### src/rtl/i8088_bus_pkg.sv
// Shared types and constants for the 8088 minimum-mode bus initiator.
package i8088_bus_pkg;

  typedef enum logic [2:0] {IDLE, T1, T2, T3, TW, T4} tstate_t;

  localparam logic [7:0] AD_FLOAT_DATA = 8'hFF;

  typedef struct packed {
    logic [19:0] addr;
    logic [7:0]  wdata;
    logic        write;
    logic        io;
  } bus_req_t;

endpackage

### src/rtl/i8088_bus_if.sv
// Request/response port plus 8088 local-bus pins seen by the initiator (master)
// and by whatever drives requests and responds on the bus (slave).
interface i8088_bus_if;
  logic        req_valid;
  logic        req_ready;
  logic [19:0] req_addr;
  logic [7:0]  req_wdata;
  logic        req_write;
  logic        req_io;
  logic        resp_valid;
  logic [7:0]  resp_rdata;
  logic        resp_err;
  logic [11:0] A19_8;
  logic [7:0]  AD7_0_out;
  logic        AD7_0_enout;
  logic [7:0]  AD7_0_in;
  logic        ALE;
  logic        nRD;
  logic        nWR;
  logic        IO_nM;
  logic        DT_nR;
  logic        nDEN;
  logic        READY;

  modport master (
    input  req_valid, req_addr, req_wdata, req_write, req_io, AD7_0_in, READY,
    output req_ready, resp_valid, resp_rdata, resp_err, A19_8, AD7_0_out,
           AD7_0_enout, ALE, nRD, nWR, IO_nM, DT_nR, nDEN
  );

  modport slave (
    output req_valid, req_addr, req_wdata, req_write, req_io, AD7_0_in, READY,
    input  req_ready, resp_valid, resp_rdata, resp_err, A19_8, AD7_0_out,
           AD7_0_enout, ALE, nRD, nWR, IO_nM, DT_nR, nDEN
  );
endinterface

### src/rtl/i8088_bus_initiator.sv
// Minimum-mode 8088 bus initiator: turns valid/ready requests into T1-T4 bus
// cycles with READY-driven wait states and a wait-state timeout.
module i8088_bus_initiator
  import i8088_bus_pkg::*;
#(
  parameter int MAX_WAIT = 255,
  parameter int WAIT_W   = 8
) (
  input logic         I8088_CLK,
  input logic         CPU_RESET,
  i8088_bus_if.master bus
);

  localparam logic [WAIT_W-1:0] MAX_CNT = WAIT_W'(MAX_WAIT);

  tstate_t           state_q, state_d;
  bus_req_t          req_q, req_d;
  logic [WAIT_W-1:0] wait_cnt_q, wait_cnt_d;
  logic              req_ready_q, req_ready_d;
  logic              resp_valid_q, resp_valid_d;
  logic              resp_err_q, resp_err_d;
  logic [7:0]        rdata_q, rdata_d;
  logic [11:0]       a_hi_q, a_hi_d;
  logic [7:0]        ad_out_q, ad_out_d;
  logic              ad_en_q, ad_en_d;
  logic              ale_q, ale_d;
  logic              nrd_q, nrd_d;
  logic              nwr_q, nwr_d;
  logic              io_q, io_d;
  logic              dtr_q, dtr_d;
  logic              nden_q, nden_d;
  logic              accept;
  logic              timeout;

  always_comb begin
    accept     = bus.req_valid && req_ready_q;
    req_d      = req_q;
    state_d    = state_q;
    wait_cnt_d = wait_cnt_q;
    timeout    = 1'b0;
    rdata_d    = rdata_q;

    if (accept) begin
      req_d.addr  = bus.req_addr;
      req_d.wdata = bus.req_wdata;
      req_d.write = bus.req_write;
      req_d.io    = bus.req_io;
    end

    case (state_q)
      IDLE:    if (accept) state_d = T1;
      T1:      state_d = T2;
      T2:      state_d = T3;
      T3, TW: begin
        // Timeout wins over READY once the wait budget is exhausted
        if (wait_cnt_q >= MAX_CNT) begin
          state_d = T4;
          timeout = 1'b1;
        end else if (bus.READY) begin
          state_d = T4;
        end else begin
          state_d    = TW;
          wait_cnt_d = wait_cnt_q + WAIT_W'(1);
        end
      end
      T4:      state_d = accept ? T1 : IDLE;
      default: state_d = IDLE;
    endcase

    if (state_d == T1) wait_cnt_d = '0;
    if (state_d == T4 && (state_q == T3 || state_q == TW) && !req_q.write)
      rdata_d = timeout ? AD_FLOAT_DATA : bus.AD7_0_in;

    // Outputs are registered, so they are decoded from the state being entered
    req_ready_d  = 1'b0;
    resp_valid_d = 1'b0;
    resp_err_d   = 1'b0;
    a_hi_d       = a_hi_q;
    ad_out_d     = ad_out_q;
    ad_en_d      = 1'b0;
    ale_d        = 1'b0;
    nrd_d        = 1'b1;
    nwr_d        = 1'b1;
    io_d         = io_q;
    dtr_d        = dtr_q;
    nden_d       = 1'b1;

    case (state_d)
      IDLE: req_ready_d = 1'b1;
      T1: begin
        ale_d    = 1'b1;
        a_hi_d   = req_d.addr[19:8];
        ad_out_d = req_d.addr[7:0];
        ad_en_d  = 1'b1;
        io_d     = req_d.io;
        dtr_d    = req_d.write;
      end
      T2, T3, TW: begin
        nden_d = 1'b0;
        if (req_d.write) begin
          ad_en_d  = 1'b1;
          ad_out_d = req_d.wdata;
          nwr_d    = 1'b0;
        end else begin
          nrd_d = 1'b0;
        end
      end
      T4: begin
        resp_valid_d = 1'b1;
        resp_err_d   = timeout;
        req_ready_d  = 1'b1;
        ad_en_d      = req_d.write;
      end
      default: ;
    endcase
  end

  always_ff @(posedge I8088_CLK) begin
    if (CPU_RESET) begin
      state_q      <= IDLE;
      req_q        <= '0;
      wait_cnt_q   <= '0;
      req_ready_q  <= 1'b0;
      resp_valid_q <= 1'b0;
      resp_err_q   <= 1'b0;
      rdata_q      <= AD_FLOAT_DATA;
      a_hi_q       <= '0;
      ad_out_q     <= '0;
      ad_en_q      <= 1'b0;
      ale_q        <= 1'b0;
      nrd_q        <= 1'b1;
      nwr_q        <= 1'b1;
      io_q         <= 1'b0;
      dtr_q        <= 1'b0;
      nden_q       <= 1'b1;
    end else begin
      state_q      <= state_d;
      req_q        <= req_d;
      wait_cnt_q   <= wait_cnt_d;
      req_ready_q  <= req_ready_d;
      resp_valid_q <= resp_valid_d;
      resp_err_q   <= resp_err_d;
      rdata_q      <= rdata_d;
      a_hi_q       <= a_hi_d;
      ad_out_q     <= ad_out_d;
      ad_en_q      <= ad_en_d;
      ale_q        <= ale_d;
      nrd_q        <= nrd_d;
      nwr_q        <= nwr_d;
      io_q         <= io_d;
      dtr_q        <= dtr_d;
      nden_q       <= nden_d;
    end
  end

  assign bus.req_ready   = req_ready_q;
  assign bus.resp_valid  = resp_valid_q;
  assign bus.resp_err    = resp_err_q;
  assign bus.resp_rdata  = rdata_q;
  assign bus.A19_8       = a_hi_q;
  assign bus.AD7_0_out   = ad_out_q;
  assign bus.AD7_0_enout = ad_en_q;
  assign bus.ALE         = ale_q;
  assign bus.nRD         = nrd_q;
  assign bus.nWR         = nwr_q;
  assign bus.IO_nM       = io_q;
  assign bus.DT_nR       = dtr_q;
  assign bus.nDEN        = nden_q;

endmodule
### src/flat_wrapper.sv
// flat-port wrapper written by rule: the top's interface ports become plain ports
module i8088_bus_initiator_flat import i8088_bus_pkg::*;
#(
  parameter int MAX_WAIT = 255,
  parameter int WAIT_W   = 8
)
  (I8088_CLK, CPU_RESET, bus_req_valid, bus_req_addr, bus_req_wdata, bus_req_write, bus_req_io, bus_AD7_0_in, bus_READY, bus_req_ready, bus_resp_valid, bus_resp_rdata, bus_resp_err, bus_A19_8, bus_AD7_0_out, bus_AD7_0_enout, bus_ALE, bus_nRD, bus_nWR, bus_IO_nM, bus_DT_nR, bus_nDEN);
  i8088_bus_if bus_i ();
  input logic I8088_CLK;
  input logic CPU_RESET;
  input wire logic [$bits(bus_i.req_valid)-1:0] bus_req_valid;
  input wire logic [$bits(bus_i.req_addr)-1:0] bus_req_addr;
  input wire logic [$bits(bus_i.req_wdata)-1:0] bus_req_wdata;
  input wire logic [$bits(bus_i.req_write)-1:0] bus_req_write;
  input wire logic [$bits(bus_i.req_io)-1:0] bus_req_io;
  input wire logic [$bits(bus_i.AD7_0_in)-1:0] bus_AD7_0_in;
  input wire logic [$bits(bus_i.READY)-1:0] bus_READY;
  output wire logic [$bits(bus_i.req_ready)-1:0] bus_req_ready;
  output wire logic [$bits(bus_i.resp_valid)-1:0] bus_resp_valid;
  output wire logic [$bits(bus_i.resp_rdata)-1:0] bus_resp_rdata;
  output wire logic [$bits(bus_i.resp_err)-1:0] bus_resp_err;
  output wire logic [$bits(bus_i.A19_8)-1:0] bus_A19_8;
  output wire logic [$bits(bus_i.AD7_0_out)-1:0] bus_AD7_0_out;
  output wire logic [$bits(bus_i.AD7_0_enout)-1:0] bus_AD7_0_enout;
  output wire logic [$bits(bus_i.ALE)-1:0] bus_ALE;
  output wire logic [$bits(bus_i.nRD)-1:0] bus_nRD;
  output wire logic [$bits(bus_i.nWR)-1:0] bus_nWR;
  output wire logic [$bits(bus_i.IO_nM)-1:0] bus_IO_nM;
  output wire logic [$bits(bus_i.DT_nR)-1:0] bus_DT_nR;
  output wire logic [$bits(bus_i.nDEN)-1:0] bus_nDEN;
  assign bus_i.req_valid = bus_req_valid;
  assign bus_i.req_addr = bus_req_addr;
  assign bus_i.req_wdata = bus_req_wdata;
  assign bus_i.req_write = bus_req_write;
  assign bus_i.req_io = bus_req_io;
  assign bus_i.AD7_0_in = bus_AD7_0_in;
  assign bus_i.READY = bus_READY;
  assign bus_req_ready = bus_i.req_ready;
  assign bus_resp_valid = bus_i.resp_valid;
  assign bus_resp_rdata = bus_i.resp_rdata;
  assign bus_resp_err = bus_i.resp_err;
  assign bus_A19_8 = bus_i.A19_8;
  assign bus_AD7_0_out = bus_i.AD7_0_out;
  assign bus_AD7_0_enout = bus_i.AD7_0_enout;
  assign bus_ALE = bus_i.ALE;
  assign bus_nRD = bus_i.nRD;
  assign bus_nWR = bus_i.nWR;
  assign bus_IO_nM = bus_i.IO_nM;
  assign bus_DT_nR = bus_i.DT_nR;
  assign bus_nDEN = bus_i.nDEN;
  i8088_bus_initiator #(.MAX_WAIT(MAX_WAIT), .WAIT_W(WAIT_W)) u_core (.I8088_CLK(I8088_CLK), .CPU_RESET(CPU_RESET), .bus(bus_i));
endmodule
### config.mk
export PLATFORM = sky130hd
export DESIGN_NAME = i8088_bus_initiator_flat
export DESIGN_NICKNAME = d
export VERILOG_FILES = /design/src/rtl/i8088_bus_pkg.sv /design/src/rtl/i8088_bus_if.sv /design/src/rtl/i8088_bus_initiator.sv /design/src/flat_wrapper.sv
export SDC_FILE = /design/constraint.sdc
export NUM_CORES = 1
export LEC_CHECK = 0
export BUFFER_PORTS_ARGS = -buffer_cell sky130_fd_sc_hd__buf_2
export CAP_MARGIN = 40
export CORE_MARGIN = 5
export CORE_UTILIZATION = 40
export DETAILED_ROUTE_END_ITERATION = 8
export GPL_TIMING_DRIVEN = 0
export PLACE_DENSITY_LB_ADDON = 0.1
export SYNTH_ARGS = -nofsm -noshare
export SYNTH_HDL_FRONTEND = slang
export SYNTH_SLANG_ARGS = --single-unit
### constraint.sdc
create_clock -name I8088_CLK -period 2.15 [get_ports I8088_CLK]
set_input_delay 0.215 -clock I8088_CLK [delete_from_list [all_inputs] [get_ports I8088_CLK]]
set_output_delay 0.215 -clock I8088_CLK [all_outputs]
set_load 0.02 [all_outputs]
==> metrics.md, run 1 <==
| Metric | Value |
|---|---|
| Status | `finished clean` |
| Max Cap Viol | `0` |
| Mapped Cells | `301` |
| Avg Synthesized Cell Area | `10.2 um^2` |
| # fillers | `751` |
| Worst reg-to-reg path cell count | `8` |
| Top cells by count, synth | `79 x dfxtp_1, 58 x nor2_1, 39 x mux2i_1` |
| Startpoint types | `flop` |
| R2R Path End | `u_core.bus.AD7_0_out[0]` |
| First-pass GRT wire length | `11800 um` |
| Mux cell area share after synthesis | `0.127` |
| Slew HR | `0.454` |
| Crit-path max FO | `5` |
| Post-synth top area share | `0.515` |
| Die area | `0.00954 mm^2` |
| # DRC | `0` |
| Antenna Violating Nets Remaining | `0` |
| Ys Warns | `0` |
| Final RePlAce weighted congestion | `0.805` |
| CORE AREA | `0.00761 mm^2` |
| Largest family of logic cells by synthesized area | `simple AND/OR/NAND/NOR gates` |
| CP endpoint kind | `flop` |
| Height of the chip | `97.7 um` |
| CP Data Required Time | `2.43 ns` |
| DP Wirelength | `4960 um` |
| Vias | `2450` |
| Post-synthesis adder-cell area fraction | `0.00407` |
| Hold Path Stages | `3` |
| Die Span X | `97.7 um` |
| Nets@finish | `436` |
| Post-cts hold buffer count | `0` |
| Primary FF master, synth | `dfxtp_1` |
| Clock Pin Slew Worst Setup and Hold Paths | `0.08 ns` |
| RSZ-0062 raised after global routing | `true` |
| Max frequency | `486 MHz` |
| Synth top area cells | `dfxtp_1 51%, mux2i_1 13%, nor2_1 7.1%` |
| Placed cells | `481` |
| Fin cells | `499` |
| Final Cycle Share | `0.956` |
| R2r setup slk | `0.09 ns` |
| Clock root buffer | `clkbuf_8` |
| Synth area leader | `dfxtp_1` |
| Worst Setup SP | `u_core.wait_cnt_q[0]` |
| R2r startpoint | `u_core.wait_cnt_q[0]` |
| Worst-Skew Late Latency | `0.34 ns` |
| Wire length per cell | `14.2 um` |
| Unique masters post-synth | `48` |
| CTS max path bufs | `2` |
| Critical Path AT | `2.34 ns` |
| Initial core utilization | `0.404` |
| Synthesis-to-layout area growth | `26.5%` |
| Total gr overflow | `0` |
| Hold_ws | `0.118 ns` |
| Drt total wl | `7100 um` |
| Skew final | `0.0124 ns` |
| I/O Pins | `80` |
| Syn Nets | `344` |
| Setup-failing EPs final | `0` |
| Post-synthesis simple-gate area fraction | `0.164` |
| Gr usage total | `0.152` |
| Vias/cell | `4.91` |
| Number of global-route vias before repair | `2443` |
| Buffers on Ports | `78` |
| Worst ir drop on vdd | `651 uV` |
| H-tree Lvls | `3` |
| Final worst slack | `0.0944 ns` |
| Synthesized flop and latch total | `79` |
| Static Leak | `1.85 nW` |
| Total power | `0.00352 W` |
| Most numerous cell in the Yosys netlist | `dfxtp_1` |
| Seq/Total Area, Yosys | `0.515` |
| EDFF count, synth | `0` |
| Worst setup endpoint | `u_core.bus.AD7_0_out[0]` |
| Share of cells above drive strength 1 | `0.312` |
| Clock sinks | `79` |
| Mapped Area | `0.00307 mm^2` |
| Setup Crit Path Kind | `flop to flop` |
| ANT cells | `0` |
| Pin count of the biggest net entering global routing | `14` |
| Antenna violations before repair | `0` |
| CTS buffer count | `9` |
| DRT iter0 DRCs | `111` |
| CTS tree | `done` |
| FP Rows | `32` |
| Synth Area in Compound Gates | `0.129` |
| DR pass1 iterations | `4` |
| Hold Crit Class | `primary input to flop` |
| Fraction of synthesized cell area in xor and xnor cells | `0.0200` |
| Clock period minus worst slack | `2.06 ns` |
| Async set or reset register ratio after synthesis | `0` |
| Power density cells | `906 mW/mm^2` |
| Worst slew pin tran | `0.820 ns` |
| Number of hold violations in the final report | `0` |
| Final Max Tran Viols | `0` |
| Pre-CTS setup slack | `-0.0626 ns` |
-- per-layer routing --
layer  GRT usage  vias to the layer above  share of wire
li1            -                     1230              -
met1       0.194                     1153           0.46
met2       0.248                       58           0.48
met3      0.0366                        9          0.044
met4      0.0575                        0          0.017
met5           0                        -              0
-- state kept, by name (all words and copies together), names as in the netlist --
register / count
u_core.bus.AD7_0_out: 8
u_core.bus.resp_valid: 1
u_core.state_q: 3
u_core.bus.resp_err: 1
u_core.bus.req_ready: 1
u_core.bus.ALE: 1
u_core.bus.nWR: 1
u_core.bus.A19_8: 12
u_core.bus.DT_nR: 1
u_core.wait_cnt_q: 8
u_core.bus.IO_nM: 1
u_core.bus.nDEN: 1
u_core.bus.nRD: 1
u_core.bus.AD7_0_enout: 1
u_core.bus.resp_rdata: 8
u_core.req_q: 30
-- final cells by class --
class / instances / area (um^2) / share of cell area
buffer: 21 / 121 / 0.0312
clock buffer: 10 / 138 / 0.0354
inverter: 3 / 11.3 / 0.00290
tap: 102 / 128 / 0.0328
clock inverter: 5 / 81.3 / 0.0209
multi-input combinational: 198 / 1410 / 0.363
sequential: 79 / 1580 / 0.407
timing repair buffer: 81 / 413 / 0.106
-- through the flow --
stage                     area, um^2  TNS [ns]   util
final                           3890         0  0.511
after global routing            3890   -0.0478  0.511
after CTS                       3820         0  0.503
after detailed placement        3590    -0.393  0.472
after global placement          3590    -0.541  0.472
after floorplan                 3070         0      -
-- worst min-delay path by stage --
stage | from | to | slack [ns]
floorplan | bus_AD7_0_in[0] | u_core.bus.resp_rdata[0] | 0.37
global placement | u_core.bus.AD7_0_out[7] | u_core.bus.AD7_0_out[7] | 0.46
detailed placement | u_core.bus.AD7_0_out[1] | u_core.bus.AD7_0_out[1] | 0.46
CTS | bus_AD7_0_in[0] | u_core.bus.resp_rdata[0] | 0.10
global route | bus_AD7_0_in[4] | u_core.bus.resp_rdata[4] | 0.11
finish | bus_AD7_0_in[0] | u_core.bus.resp_rdata[0] | 0.12
-- cell families (layout without fill, tap and decap cells) --
group	after synthesis	after routing
and+or+nand+nor	102	102
muxes	39	39
adders and majority gates	1	1
AOI/OAI and AO/OA	49	49
buffers and inverters	24	120
DFF	79	79
xor gates and xnor gates	7	7
-- power breakdown --
part           total, W  internal [W]  leakage, nW  switching, W
Combinational  0.000688      0.000288         1.10      0.000400
Sequential      0.00161       0.00157        0.644     0.0000441
Clock           0.00122      0.000682        0.109      0.000538
Total           0.00352       0.00254         1.85      0.000982
-- layout by cell type (no fill, tap or decap), types with 2 or more instances in the layout --
cell	n
buf_2	83
dfxtp_1	77
nor2_1	58
mux2i_1	38
a211oi_1	16
clkbuf_8	10
clkbuf_1	9
nor3_1	8
o21bai_1	8
a22o_1	8
nor2b_1	6
xor2_1	6
nand2_1	4
nand4_1	4
buf_6	3
inv_1	3
nand2b_1	3
o21ai_0	3
a21o_1	3
buf_4	3
clkbuf_2	2
and2b_1	2
and3_1	2
nor2b_4	2
a21oi_1	2
bufinv_16	2
dfxtp_2	2
-- repair_timing --
action                                  4_1_cts  5_1_grt
cloned                                        0        1
resized for setup                             0       18
buffers inserted                              2        0
endpoints found under the setup margin        7       32
pin swaps                                     2        1
-- critical path, cell delays in order, from the launching register on --
cell and delay, ns:
dfxtp_2 0.38, ha_2 0.21, and3_1 0.15, buf_2 0.16, a21oi_2 0.12, a311oi_4 0.42
buf_6 0.20, mux2i_2 0.21, a22o_1 0.14
Power figures use the tool's default switching activity.
==> run 2: changes to the inputs <==
CORE_MARGIN = 2   (was 5)
==> metrics.md, run 2 (synthesis gave the netlist of run 1 again) <==
| Metric | Value |
|---|---|
| Initial core utilization | `0.419` |
| Flop pwr share | `0.457` |
| Drt total wl | `7000 um` |
| Clock root buffer | `clkbuf_8` |
| DP Wirelength | `4860 um` |
| CORE AREA | `0.00733 mm^2` |
| Largest reg by FF count | `u_core.req_q` |
| Die Span X | `91.7 um` |
| CTS max path bufs | `2` |
| Crit path cell chain | `ha_2 -> and3_1 -> clkbuf_4 -> a21oi_4 -> a311oi_4 -> buf_6 -> mux2i_2 -> a22o_1` |
| Worst slew pin tran | `0.757 ns` |
| Total power | `0.00353 W` |
| Final worst slack | `0.104 ns` |
| Largest register FFs | `30` |
| Die area | `0.00840 mm^2` |
| CTS tree | `done` |
| First-pass GRT wire length | `11100 um` |
| Clock share of power | `0.353` |
| DRT iter0 DRCs | `62` |
| Clock period minus worst slack | `2.05 ns` |
| CP endpoint kind | `flop` |
| FP Rows | `31` |
| RSZ-0062 raised after global routing | `false` |
| Share of cells above drive strength 1 | `0.311` |
| Worst ir drop on vdd | `402 uV` |
| Max Cap Viol | `0` |
| Max frequency | `489 MHz` |
| Static Leak | `1.85 nW` |
| Post-cts hold buffer count | `0` |
| H-tree Lvls | `3` |
| ANT cells | `0` |
| Power density cells | `910 mW/mm^2` |
| # DRC | `0` |
| Most common cell after layout, fill and taps aside | `buf_2` |
| Power Internal | `0.00251 W` |
| Final RePlAce weighted congestion | `0.777` |
| Worst-Skew Late Latency | `0.35 ns` |
| Hold_ws | `0.104 ns` |
| Hold Crit Class | `primary input to flop` |
| Vias/cell | `4.83` |
| Wire length per cell | `14.1 um` |
| Buffers on Ports | `78` |
| Final Max Tran Viols | `0` |
| Max incr delay on CP | `0.43 ns` |
| Sw Share | `0.289` |
| CP Data Required Time | `2.45 ns` |
| I/O Pins | `80` |
| Pin count of the biggest net entering global routing | `16` |
| Status | `finished clean` |
| Final Cycle Share | `0.952` |
| Synthesis-to-layout area growth | `26.2%` |
| Logic pwr share | `0.189` |
| Net switching power | `0.00102 W` |
| Post-CTS Setup Bufs | `0` |
| Number of global-route vias before repair | `2279` |
| Number of hold violations in the final report | `0` |
| Clock sinks | `79` |
| Pre-CTS setup slack | `-0.0455 ns` |
| Antenna violations before repair | `0` |
| Gr usage total | `0.170` |
| Setup Crit Path Kind | `flop to flop` |
| CTS buffer count | `9` |
| Total gr overflow | `0` |
| Vias | `2390` |
| Critical Path AT | `2.34 ns` |
| Skew final | `0.0100 ns` |
| Kind of cell adding the most delay to the critical path | `compound AO/OA/AOI/OAI gates` |
| Antenna Violating Nets Remaining | `0` |
| Nets@finish | `434` |
| Setup-failing EPs final | `0` |
| Most frequent cells in the layout | `82 x buf_2, 76 x dfxtp_1, 58 x nor2_1` |
| Setup TNS Final | `0 ns` |
| Worst Path Buf+Inv | `2` |
| CP max-delay cell | `a311oi_4` |
| DR pass1 iterations | `4` |
| Slew HR | `0.495` |
| Crit-path max FO | `5` |
| Startpoint types | `flop` |
| Height of the chip | `91.7 um` |
| Clock Pin Slew Worst Setup and Hold Paths | `0.09 ns` |
[run 2: power groups by stage]
stage               Sequential (W)  Clock, W  Combinational (W)
floorplan                  0.00172         0           0.000368
global placement           0.00165         0           0.000632
detailed placement         0.00165         0           0.000638
CTS                        0.00162   0.00128           0.000643
global route               0.00163   0.00135           0.000731
finish                     0.00161   0.00125           0.000668
[run 2: final cells by class]
type,instances,area (um^2)
buffer,21,124
clock buffer,9,124
fill,710,3450
clock inverter,7,103
sequential,79,1590
inverter,3,11.3
tap,99,124
multi-input combinational,198,1410
timing repair buffer,79,398
[run 2: final timing paths]
| path | slack, ns | startpoint | end | depth (start not counted) |
|---|---|---|---|---|
| worst max-delay path | 0.10 | u_core.wait_cnt_q[0] | u_core.bus.AD7_0_out[0] | 8 |
| worst min-delay path | 0.10 | bus_AD7_0_in[2] | u_core.bus.resp_rdata[2] | 3 |
| worst max register to register | 0.10 | u_core.wait_cnt_q[0] | u_core.bus.AD7_0_out[0] | 8 |
| worst min register to register | 0.49 | u_core.bus.AD7_0_out[4] | u_core.bus.AD7_0_out[4] | 1 |
[run 2: what timing repair did]
item / CTS / global route
pin swaps: 1 / 1
gates resized for setup: 1 / 18
endpoints found under the setup margin: 7 / 31
gates cloned: 0 / 1
[run 2: stage by stage]
| stage | util | cell area (um^2) | std cells |
|---|---|---|---|
| 2_1_floorplan | - | 3070 | 301 |
| 3_3_place_gp | 0.489 | 3590 | 478 |
| 3_5_place_dp | 0.489 | 3590 | 478 |
| 4_1_cts | 0.521 | 3820 | 494 |
| 5_1_grt | 0.529 | 3880 | 495 |
| 6_report | 0.529 | 3880 | 495 |
[run 2: metal layers]
| metal | wire, um | GRT usage | up-vias |
|---|---|---|---|
| li1 | - | - | 1232 |
| met1 | 3390 | 0.222 | 1102 |
| met2 | 3190 | 0.267 | 47 |
| met3 | 293 | 0.0370 | 9 |
| met4 | 114 | 0.0833 | 0 |
| met5 | 0 | 0 | - |
[run 2: tightest hold or removal path, stage by stage]
cell and delay [ns]:
buf_2 0.07, nor3_1 0.04, o21bai_1 0.10
